**src/rtl/pc_sequencer.sv**
```systemverilog
// pc_sequencer: program-counter controller for the single-cycle core.
// Owns the PC, sequences start/halt/stall, applies absolute jumps and
// maintains a small LIFO return-address stack for call/return.
module pc_sequencer #(
  parameter int PC_W        = 10,
  parameter int STACK_DEPTH = 4
) (
  input  logic                           Clk,
  input  logic                           Reset,
  input  logic                           Start,
  input  logic [PC_W-1:0]                StartAddr,
  input  logic                           Stall,
  input  logic                           Halt,
  input  logic                           Jump,
  input  logic                           Call,
  input  logic                           Ret,
  input  logic [PC_W-1:0]                Target,
  output logic [PC_W-1:0]                PC,
  output logic                           Running,
  output logic                           Done,
  output logic                           StackErr,
  output logic [$clog2(STACK_DEPTH):0]   Depth
);

  localparam int IDX_W = $clog2(STACK_DEPTH);
  localparam int CNT_W = IDX_W + 1;

  localparam logic [1:0] ST_IDLE   = 2'd0;
  localparam logic [1:0] ST_RUN    = 2'd1;
  localparam logic [1:0] ST_HALTED = 2'd2;

  logic [1:0]      state_q, state_d;
  logic [PC_W-1:0] pc_q, pc_d;
  logic [CNT_W-1:0] sp_q, sp_d;
  logic            err_q, err_d;
  logic            push_en;
  logic [PC_W-1:0] stack_q [STACK_DEPTH];

  logic [IDX_W-1:0] push_idx;
  logic [IDX_W-1:0] pop_idx;
  logic [PC_W-1:0]  pc_inc;

  // Stack pointer counts entries, so the free slot is sp and the top is sp-1.
  assign push_idx = sp_q[IDX_W-1:0];
  assign pop_idx  = sp_q[IDX_W-1:0] - IDX_W'(1);
  assign pc_inc   = pc_q + PC_W'(1);

  // Next-state decode: one action per cycle in RUN, resolved by priority.
  always_comb begin
    state_d = state_q;
    pc_d    = pc_q;
    sp_d    = sp_q;
    err_d   = err_q;
    push_en = 1'b0;
    case (state_q)
      ST_IDLE, ST_HALTED: begin
        if (Start) begin
          pc_d    = StartAddr;
          sp_d    = '0;
          err_d   = 1'b0;
          state_d = ST_RUN;
        end
      end
      ST_RUN: begin
        if (Halt) begin
          state_d = ST_HALTED;
        end else if (Stall) begin
          pc_d = pc_q;
        end else if (Ret) begin
          if (sp_q == '0) begin
            err_d   = 1'b1;
            state_d = ST_HALTED;
          end else begin
            pc_d = stack_q[pop_idx];
            sp_d = sp_q - CNT_W'(1);
          end
        end else if (Call) begin
          if (sp_q == CNT_W'(STACK_DEPTH)) begin
            err_d   = 1'b1;
            state_d = ST_HALTED;
          end else begin
            push_en = 1'b1;
            pc_d    = Target;
            sp_d    = sp_q + CNT_W'(1);
          end
        end else if (Jump) begin
          pc_d = Target;
        end else begin
          pc_d = pc_inc;
        end
      end
      default: state_d = ST_IDLE;
    endcase
  end

  // Control and PC registers; reset returns to IDLE from any state.
  always_ff @(posedge Clk) begin
    if (Reset) begin
      state_q <= ST_IDLE;
      pc_q    <= '0;
      sp_q    <= '0;
      err_q   <= 1'b0;
    end else begin
      state_q <= state_d;
      pc_q    <= pc_d;
      sp_q    <= sp_d;
      err_q   <= err_d;
    end
  end

  // Return-address storage; contents are don't-care after reset.
  always_ff @(posedge Clk) begin
    if (push_en && !Reset) begin
      stack_q[push_idx] <= pc_inc;
    end
  end

  assign PC       = pc_q;
  assign Running  = (state_q == ST_RUN);
  assign Done     = (state_q == ST_HALTED);
  assign StackErr = err_q;
  assign Depth    = sp_q;

endmodule

```
**config.mk**
```make
export PLATFORM = sky130hd
export DESIGN_NAME = pc_sequencer
export DESIGN_NICKNAME = d
export VERILOG_FILES = /design/src/rtl/pc_sequencer.sv
export SDC_FILE = /design/constraint.sdc
export NUM_CORES = 1
export LEC_CHECK = 0
export CELL_PAD_IN_SITES_DETAIL_PLACEMENT = 1
export CELL_PAD_IN_SITES_GLOBAL_PLACEMENT = 1
export CORE_AREA = 8 8 92 94
export DETAILED_ROUTE_END_ITERATION = 10
export DIE_AREA = 0 0 100 102
export PLACE_DENSITY = 0.77
export SYNTH_ARGS = -nofsm -noshare
export SYNTH_HDL_FRONTEND = slang
export SYNTH_SLANG_ARGS = --single-unit
export TNS_END_PERCENT = 20
```
**constraint.sdc**
```tcl
create_clock -name Clk -period 5.4 [get_ports Clk]
set_clock_uncertainty 0.1 [all_clocks]
set_input_delay 0.81 -clock Clk [delete_from_list [all_inputs] [get_ports Clk]]
set_output_delay 0.81 -clock Clk [all_outputs]
set_load 0.03 [all_outputs]
```
==> impl_metrics.json, run 1 <==
{
  "max_freq_mhz": 321.8,
  "num_vias": 1817,
  "ant_nets": 0,
  "yosys_register_bits": 56,
  "clk_latency_ns": 0.32,
  "synth_edf_count": 40,
  "path_cells": "or2b_1, inv_1, clkdlybuf4s50_1",
  "power_mw": 0.9146,
  "power.leakage_nw": 1.085,
  "first_pass_iters": 4,
  "die-height_um": 102,
  "syn_area_um2": 2715,
  "initial_core_util_pct": 38.46,
  "final_core_util_pct": 47.13,
  "wl_per_cell_um": 19.02,
  "syn2layout_area_growth_pct": 22.53,
  "cts_inserted_buffers": 5,
  "post_cts.repair.setup_buffers": 0,
  "place_congestion": 0.7735,
  "hold_viol_final": 0,
  "dp_hpwl_um": 4960,
  "yosys_warnings": 0,
  "setup_tns_ns": 0,
  "die_w_um": 100,
  "power_frac_seq_pct": 54.3,
  "period_share_pct": 57.55,
  "drive_gt1_share_pct": 14.34,
  "cts_htree_levels": 2,
  "routed_via_density": 5.297,
  "synth_nets": 236,
  "vdd_ir_drop_max_v": 0.0001101,
  "clock_sinks": 56,
  "grt_max_degree": 21,
  "dpl.cell_count": 335,
  "rsz0062_at_grt": "false",
  "multiInputGateArea_um2": 1116,
  "postSynthAreaPerCell_um2": 13.44,
  "track_usage_pct": 13.39,
  "status": "complete, no violations",
  "drcViolationCount": 0,
  "clock_path_buffers": 2,
  "ys_async_sr_fraction_pct": 0,
  "fillerInstances": 756,
  "rrSetupSlack_ns": 2.47,
  "min_period_ns": 3.108,
  "hold_class": "flip-flop to flip-flop",
  "combinationalPowerShare_pct": 18.7,
  "drt_iter0_drc": 60,
  "synthDistinctLibCells": 46,
  "swShare_pct": 28.73,
  "grt_overflow": 0,
  "ctsHoldBuffers": 0,
  "worstPathArrival_ns": 2.20,
  "cts_root_buf": "clkbuf_8",
  "cts_tree": "built",
  "ys_seq_area_share_pct": 56.04,
  "final_nets": 277,
  "seqCellArea_um2": 1521,
  "finalSetupViolCount": 0,
  "dieArea_um2": 10200,
  "diodes": 0,
  "grt_pass1_vias": 1973,
  "grt_pass1_wl_um": 10560,
  "synthFlopType": "edfxtp_1",
  "critPathLaunchType": "flip-flop",
  "drv_cap": 0,
  "num_rows": 31,
  "crit_path_end_kind": "output pin",
  "p_per_area_nw_per_um2": 274.9,
  "core_um2": 7059,
  "clk_pin_slew_ns": 0.10,
  "max_stage_delay_ns": 0.70,
  "io_buffer_count": 43,
  "switchingPower_mw": 0.2627,
  "max_slew_margin_pct": 41.19,
  "internal-power_mw": 0.6519,
  "cts_resized": 0,
  "reg2regPathDepth": 5,
  "postSynthCellCount": 202,
  "slowest_stage": "clkdlybuf4s50_1",
  "p_clk_share_pct": 27.0,
  "critical_path_class": "flip-flop to output pin",
  "crit_fanout": 18,
  "worst_hold_path.num_cells": 2,
  "critPathRequiredTime_ns": 4.49,
  "wl_um": 6525,
  "finalNonFillerCells": 343,
  "slew_violations": 0,
  "tightest_slew_ns": 0.8809,
  "antenna_found_initial": 0,
  "ios": 44
}
-- layer usage --
layer  vias up  GRT usage (%)  routed length [um]
li1        861              -                   -
met1       906          16.74                3011
met2        38          21.40                3084
met3        12          3.951                 315
met4         0          5.116                 114
met5         -              0                   0
-- critical path: cells and delay by family (launching register included) --
kind,cells,cell delay [ns]
buffers and inverters,2,0.92
flip-flops,1,0.45
AND/OR/NAND/NOR,1,0.51
-- power groups by stage --
stage	clock network (mW)	registers [mW]	logic, mW
6_report	0.247	0.496	0.171
5_1_grt	0.268	0.499	0.185
4_1_cts	0.253	0.497	0.173
3_5_place_dp	0	0.506	0.172
3_3_place_gp	0	0.507	0.169
2_1_floorplan	0	0.519	0.0884
-- synth_stat cells (all sizes together) (2+ instances only) --
| cell type | n | area, um^2 |
|---|---|---|
| a21oi | 6 | 41.29 |
| a22oi | 9 | 67.56 |
| a311oi | 9 | 135.1 |
| and2 | 6 | 40.04 |
| and3 | 2 | 12.51 |
| buf | 6 | 36.29 |
| clkbuf | 5 | 18.77 |
| dfxtp | 16 | 320.3 |
| edfxtp | 40 | 1201 |
| ha | 5 | 62.56 |
| inv | 6 | 22.52 |
| mux4 | 10 | 225.2 |
| nand2 | 7 | 26.28 |
| nand2b | 2 | 12.51 |
| nand3 | 3 | 15.01 |
| nand4 | 4 | 25.02 |
| nor2 | 14 | 52.55 |
| nor2b | 3 | 18.77 |
| nor3 | 3 | 15.01 |
| o211ai | 2 | 15.01 |
| o21a | 6 | 45.04 |
| o21ai | 11 | 55.05 |
| or3 | 2 | 12.51 |
| xnor2 | 7 | 61.31 |
| xor2 | 2 | 17.52 |
-- state kept, by name, summed over array words and instances, names as in the netlist --
signal	count
stack_q	40
PC	10
Depth	3
state_q	2
StackErr	1
-- stage by stage --
step                instance area, um^2  hold WS [ns]  worst slack (ns)
floorplan                          2715        0.5323             2.696
global placement                   3229        0.4461             2.392
detailed placement                 3229        0.4646             2.313
CTS                                3327        0.4802             2.290
global route                       3327        0.5234             2.160
finish                             3327        0.4737             2.292
-- cells in the final DEF, fill, tap and decap left out, types with 6 or more instances in the layout --
cell             count
mux4_2              10
xnor2_1              7
clkdlybuf4s50_1     43
a311oi_2             9
nor2_1              14
a22oi_1              9
dfxtp_1             16
edfxtp_1            40
o21ai_0             11
inv_1                6
o21a_1               6
nand2_1              7
-- worst paths after layout --
kind	startpoint	endpoint
min reg2reg	PC[9]	PC[9]
min	PC[9]	PC[9]
max	state_q[0]	Running
max reg2reg	Depth[0]	stack_q[0][3]
-- area by class of cell --
cell class / count / area share (%)
flip-flops and latches: 56 / 45.73
multi-input cells: 129 / 33.55
repair buffers: 45 / 13.39
well taps: 99 / 3.723
clock buffers: 5 / 2.068
clock inverters: 3 / 0.8650
inverters: 6 / 0.6769
-- logic make-up (layout without fill, tap and decap cells) --
family / after synthesis / after routing / synth area share (%)
buffers and inverters: 17 / 59 / 2.857
XOR/XNOR: 9 / 9 / 2.903
adder cells (fa/ha/maj): 6 / 6 / 3.042
multiplexers: 11 / 11 / 8.664
flip-flops: 56 / 56 / 56.04
AND/OR/NAND/NOR: 53 / 53 / 10.78
AO/OA/AOI/OAI: 50 / 50 / 15.71
Note: power is estimated with default switching activity, not from simulation.
==> inputs of run 2 (changes only) <==
--- a/config.mk
+++ b/config.mk
@@ -7,10 +7,10 @@
 export LEC_CHECK = 0
 export CELL_PAD_IN_SITES_DETAIL_PLACEMENT = 1
 export CELL_PAD_IN_SITES_GLOBAL_PLACEMENT = 1
-export CORE_AREA = 8 8 92 94
+export CORE_AREA = 8 8 93 95
 export DETAILED_ROUTE_END_ITERATION = 10
-export DIE_AREA = 0 0 100 102
-export PLACE_DENSITY = 0.77
+export DIE_AREA = 0 0 101 103
+export PLACE_DENSITY = 0.78
 export SYNTH_ARGS = -nofsm -noshare
 export SYNTH_HDL_FRONTEND = slang
 export SYNTH_SLANG_ARGS = --single-unit
==> constraint.sdc (replaced) <==
create_clock -name Clk -period 2.8 [get_ports Clk]
set_clock_uncertainty 0.1 [all_clocks]
set_input_delay 0.42 -clock Clk [delete_from_list [all_inputs] [get_ports Clk]]
set_output_delay 0.42 -clock Clk [all_outputs]
set_load 0.03 [all_outputs]
==> run 2 against run 1 <==
Effect of this change:
- via count up 3.4%
- worst hold slack better by 0.00067 ns
- core utilization up 0.33 points
- combinational power up 100%
- register-to-register slack worse by 1.9 ns
- global-route usage up 0.088 points
- sequential power up 92%
- sequential share of layout area down 0.81 points
- count of clock-buffer cells in the layout unchanged
- final cell count up 2.3%
- critical endpoint unchanged
- largest cell class unchanged
==> impl_metrics.json, run 2 (synthesis gave the netlist of run 1 again) <==
{
  "ctsHoldBuffers": 0,
  "clk_pin_slew_ns": 0.11,
  "swShare_pct": 28.72,
  "hold_viol_final": 0,
  "initial_core_util_pct": 38.04,
  "io_buffer_count": 43,
  "dieArea_um2": 10400,
  "place_congestion": 0.7808,
  "power.leakage_nw": 1.127,
  "largest_reg_flops": 40,
  "grt_overflow": 0,
  "drcViolationCount": 0,
  "post_cts.repair.setup_buffers": 0,
  "hold_class": "flip-flop to flip-flop",
  "mostFrequentLayoutCell": "clkdlybuf4s50_1",
  "routed_via_density": 5.353,
  "core_um2": 7137,
  "critPathRequiredTime_ns": 2.28,
  "vdd_ir_drop_max_v": 0.0001774,
  "grt_pass1_wl_um": 10510,
  "combinationalPowerShare_pct": 19.3,
  "fillerInstances": 782,
  "grt_max_degree": 21,
  "wl_um": 6865,
  "final_cell_mix": "clkdlybuf4s50_1 (43), edfxtp_1 (40), dfxtp_1 (16), nor2_1 (14), o21ai_0 (11)",
  "cts_inserted_buffers": 5,
  "ios": 44,
  "critPathLaunchType": "flip-flop",
  "critical_path_class": "flip-flop to output pin",
  "period_share_pct": 82.76,
  "final_core_util_pct": 47.46,
  "max_slew_margin_pct": 59.53,
  "grt_pass1_vias": 1953,
  "seqCellArea_um2": 1521,
  "num_vias": 1879,
  "syn2layout_area_growth_pct": 24.75,
  "diodes": 0,
  "crit_fanout": 6,
  "num_rows": 31,
  "finalSetupViolCount": 0,
  "reg2regPathDepth": 6,
  "worstPathArrival_ns": 1.80,
  "cts_htree_levels": 2,
  "ant_nets": 0,
  "clock_sinks": 56,
  "clock_path_buffers": 2,
  "drv_cap": 0,
  "cts_tree": "built",
  "switchingPower_mw": 0.5084,
  "die_w_um": 101,
  "setup_tns_ns": 0,
  "first_pass_iters": 4,
  "wl_per_cell_um": 19.56,
  "rsz0062_at_grt": "false",
  "regMostFlops": "stack_q",
  "internal-power_mw": 1.262,
  "tightest_slew_ns": 0.6027,
  "drive_gt1_share_pct": 17.06,
  "track_usage_pct": 13.48,
  "drt_iter0_drc": 49,
  "multiInputGateArea_um2": 1116,
  "antenna_found_initial": 0,
  "slew_violations": 0,
  "die-height_um": 103,
  "status": "complete, no violations",
  "min_period_ns": 2.317,
  "worst_hold_path.num_cells": 2,
  "clk_latency_ns": 0.32,
  "final_nets": 285,
  "max_freq_mhz": 431.5,
  "p_per_area_nw_per_um2": 522.7,
  "dp_hpwl_um": 5121,
  "cts_root_buf": "clkbuf_8",
  "crit_path_end_kind": "output pin",
  "cts_resized": 0,
  "p_clk_share_pct": 26.9,
  "power_frac_seq_pct": 53.8
}
[run 2: cell count changes in the layout (fill, tap and decap cells not counted)]
cell and delta:
buf_4 +8
[run 2: cell type report]
class	count	share of cell area, %
Clock buffer	5	2.032
Clock inverter	3	0.8496
Inverter	6	0.6649
Multi-Input combinational cell	129	32.95
Sequential cell	56	44.92
Tap cell	99	3.657
Timing Repair Buffer	53	14.92
[run 2: worst max-delay path, stage by stage, from the launching register on]
cell             delay [ns]
dfxtp_1                0.41
or2b_1                 0.26
inv_1                  0.11
clkdlybuf4s50_1        0.69
[run 2: worst paths after layout]
kind / slack [ns] / start / end
hold reg to reg: 0.47 / Depth[1] / Depth[1]
setup / recovery: 0.48 / state_q[0] / Running
hold / removal: 0.47 / Depth[1] / Depth[1]
setup reg to reg: 0.57 / Depth[1] / stack_q[0][9]
[run 2: power by group through the flow]
stage	logic (mW)	clock network [mW]	registers (mW)
after global routing	0.367	0.520	0.957
after floorplan	0.170	0	1.00
after global placement	0.333	0	0.971
final	0.342	0.476	0.952
after CTS	0.346	0.495	0.952
after detailed placement	0.344	0	0.972
[run 2: stage by stage]
step                power [mW]  instance area, um^2  instances  setup slack, ns  hold slack, ns
floorplan                1.172                 2715        202          0.09629          0.5201
global placement         1.304                 3289        343           0.3532          0.4364
detailed placement       1.315                 3289        343           0.2860          0.4675
CTS                      1.793                 3387        351           0.4473          0.4823
global route             1.844                 3387        351           0.3707          0.5073
finish                   1.770                 3387        351           0.4826          0.4743
[run 2: per-layer routing]
layer	global-route usage [%]	vias up	part of all wire [%]
met3	2.836	6	5.0
met4	4.582	0	0.89
met5	0	-	0
li1	-	879	-
met2	23.54	41	51
met1	16.15	953	43
==> inputs of run 3 (changes only) <==
==> constraint.sdc (replaced) <==
create_clock -name Clk -period 1.96 [get_ports Clk]
set_clock_uncertainty 0.1 [all_clocks]
set_input_delay 0.294 -clock Clk [delete_from_list [all_inputs] [get_ports Clk]]
set_output_delay 0.294 -clock Clk [all_outputs]
set_load 0.03 [all_outputs]
==> run 3 against run 2 <==
Effect of this change:
- sequential share of layout area down 3.6 points
- register-to-register slack worse by 0.47 ns
- first-iteration DRC count up 29%
- sequential power up 43%
- critical path depth down 2
- sequential cell count unchanged
- die area unchanged
- critical path type unchanged
- critical endpoint is now PC[6]
- highest routed layer unchanged
==> impl_metrics.json, run 3 (synthesis gave the netlist of run 1 again) <==
{
  "status": "complete, no violations",
  "ant_nets": 0,
  "dieArea_um2": 10400,
  "die-height_um": 103,
  "drt_iter0_drc": 63,
  "cts_root_buf": "clkbuf_8",
  "setup_slack_ns": 0.05559,
  "critical_path_class": "flip-flop to output pin",
  "min_period_ns": 1.904,
  "crit_start": "PC[6]",
  "vdd_ir_drop_max_v": 0.0002600,
  "cts_tree": "built",
  "dp_hpwl_um": 5607,
  "drive_gt1_share_pct": 29.68,
  "clock_sinks": 56,
  "core_um2": 7137,
  "max_slew_margin_pct": 76.52,
  "regMostFlops": "stack_q",
  "grt_pass1_vias": 2136,
  "track_usage_pct": 15.17,
  "num_vias": 2008,
  "mostFrequentLayoutCell": "edfxtp_1",
  "critPathLaunchType": "flip-flop",
  "cp_num_buf_inv": 1,
  "finalNonFillerCells": 382,
  "max_stage_delay_ns": 0.72,
  "path_cells": "clkdlybuf4s50_1",
  "largest_reg_flops": 40,
  "antenna_found_initial": 0,
  "grt_overflow": 0,
  "grt_pass1_wl_um": 11930,
  "min_from": "PC[9]",
  "io_buffer_count": 43,
  "hold_class": "flip-flop to flip-flop",
  "p_per_area_nw_per_um2": 714.4,
  "power_mw": 2.639,
  "worstReg2RegStart": "Depth[0]",
  "final_cell_mix": "edfxtp_1 (40), clkdlybuf4s50_1 (37), buf_4 (37), dfxtp_1 (14), nor2_1 (14)",
  "rsz0062_at_grt": "true",
  "crit_path_end_kind": "output pin",
  "slew_violations": 0,
  "clk_latency_ns": 0.32,
  "dpl.cell_count": 370,
  "final_nets": 316,
  "die_w_um": 101,
  "ctsHoldBuffers": 0,
  "syn2layout_area_growth_pct": 36.04,
  "crit_fanout": 6,
  "place_ws_ns": -0.3749,
  "max_freq_mhz": 525.1,
  "hold_viol_final": 0,
  "finalSetupViolCount": 0,
  "power.leakage_nw": 1.358,
  "cts_htree_levels": 2,
  "first_pass_iters": 4,
  "num_rows": 31,
  "drcViolationCount": 0,
  "initial_core_util_pct": 38.04,
  "clock_path_buffers": 2,
  "place_congestion": 0.7907,
  "worstPathArrival_ns": 1.51,
  "period_share_pct": 97.16,
  "wl_per_cell_um": 19.95,
  "cts_inserted_buffers": 5,
  "drv_cap": 0,
  "critPathRequiredTime_ns": 1.57,
  "diodes": 0,
  "slowest_stage": "clkdlybuf4s50_1",
  "crit_family": "buffers and inverters",
  "wl_um": 7621,
  "ios": 44,
  "tightest_slew_ns": 0.3496,
  "clk_pin_slew_ns": 0.12,
  "routed_via_density": 5.257,
  "grt_max_degree": 21
}
-- run 3: timing repair --
action	in CTS	in global routing
pin swaps	1	1
gates cloned	0	1
setup endpoints to repair	5	52
buffers inserted	0	3
gates resized for setup	2	5
-- run 3: cell type report --
cell class	count	area [um^2]
Fill cell	760	3443
Sequential cell	56	1526
Multi-Input combinational cell	130	1140
Timing Repair Buffer	83	783.3
Tap cell	99	123.9
Clock buffer	5	68.82
Clock inverter	3	28.78
Inverter	6	22.52
-- run 3: layer usage --
metal / vias up / global-route usage (%) / wire (um)
met1: 1001 / 18.53 / 3220
met5: - / 0 / 0
met2: 56 / 26.69 / 3928
li1: 943 / - / -
met4: 0 / 4.811 / 94
met3: 8 / 2.498 / 378
-- run 3: power breakdown --
part	switching, mW	total, mW	internal, mW	leakage [nW]
Clock	0.427	0.698	0.271	0.0511
Sequential	0.0428	1.36	1.32	0.502
Combinational	0.299	0.582	0.283	0.805
-- run 3: final timing paths --
check        cells after the start  slack [ns]     to
max                              1        0.06  PC[6]
min                              2        0.50  PC[9]
max reg2reg                      6        0.10  PC[4]
min reg2reg                      2        0.50  PC[9]
-- run 3: worst min-delay path: stages (launching register included) --
cell,delay (ns)
dfxtp_1,0.35
nor2_1,0.15
a311oi_2,0.06
-- run 3: stage by stage --
step	util [%]	hold slack [ns]	TNS, ns	area, um^2
CTS	51.16	0.4978	-0.001326	3651
finish	51.75	0.4977	0	3694
global placement	49.82	0.4511	-5.899	3556
floorplan	-	0.3941	-2.066	2745
global route	51.75	0.5347	-0.008528	3694
detailed placement	49.82	0.4792	-10.27	3556
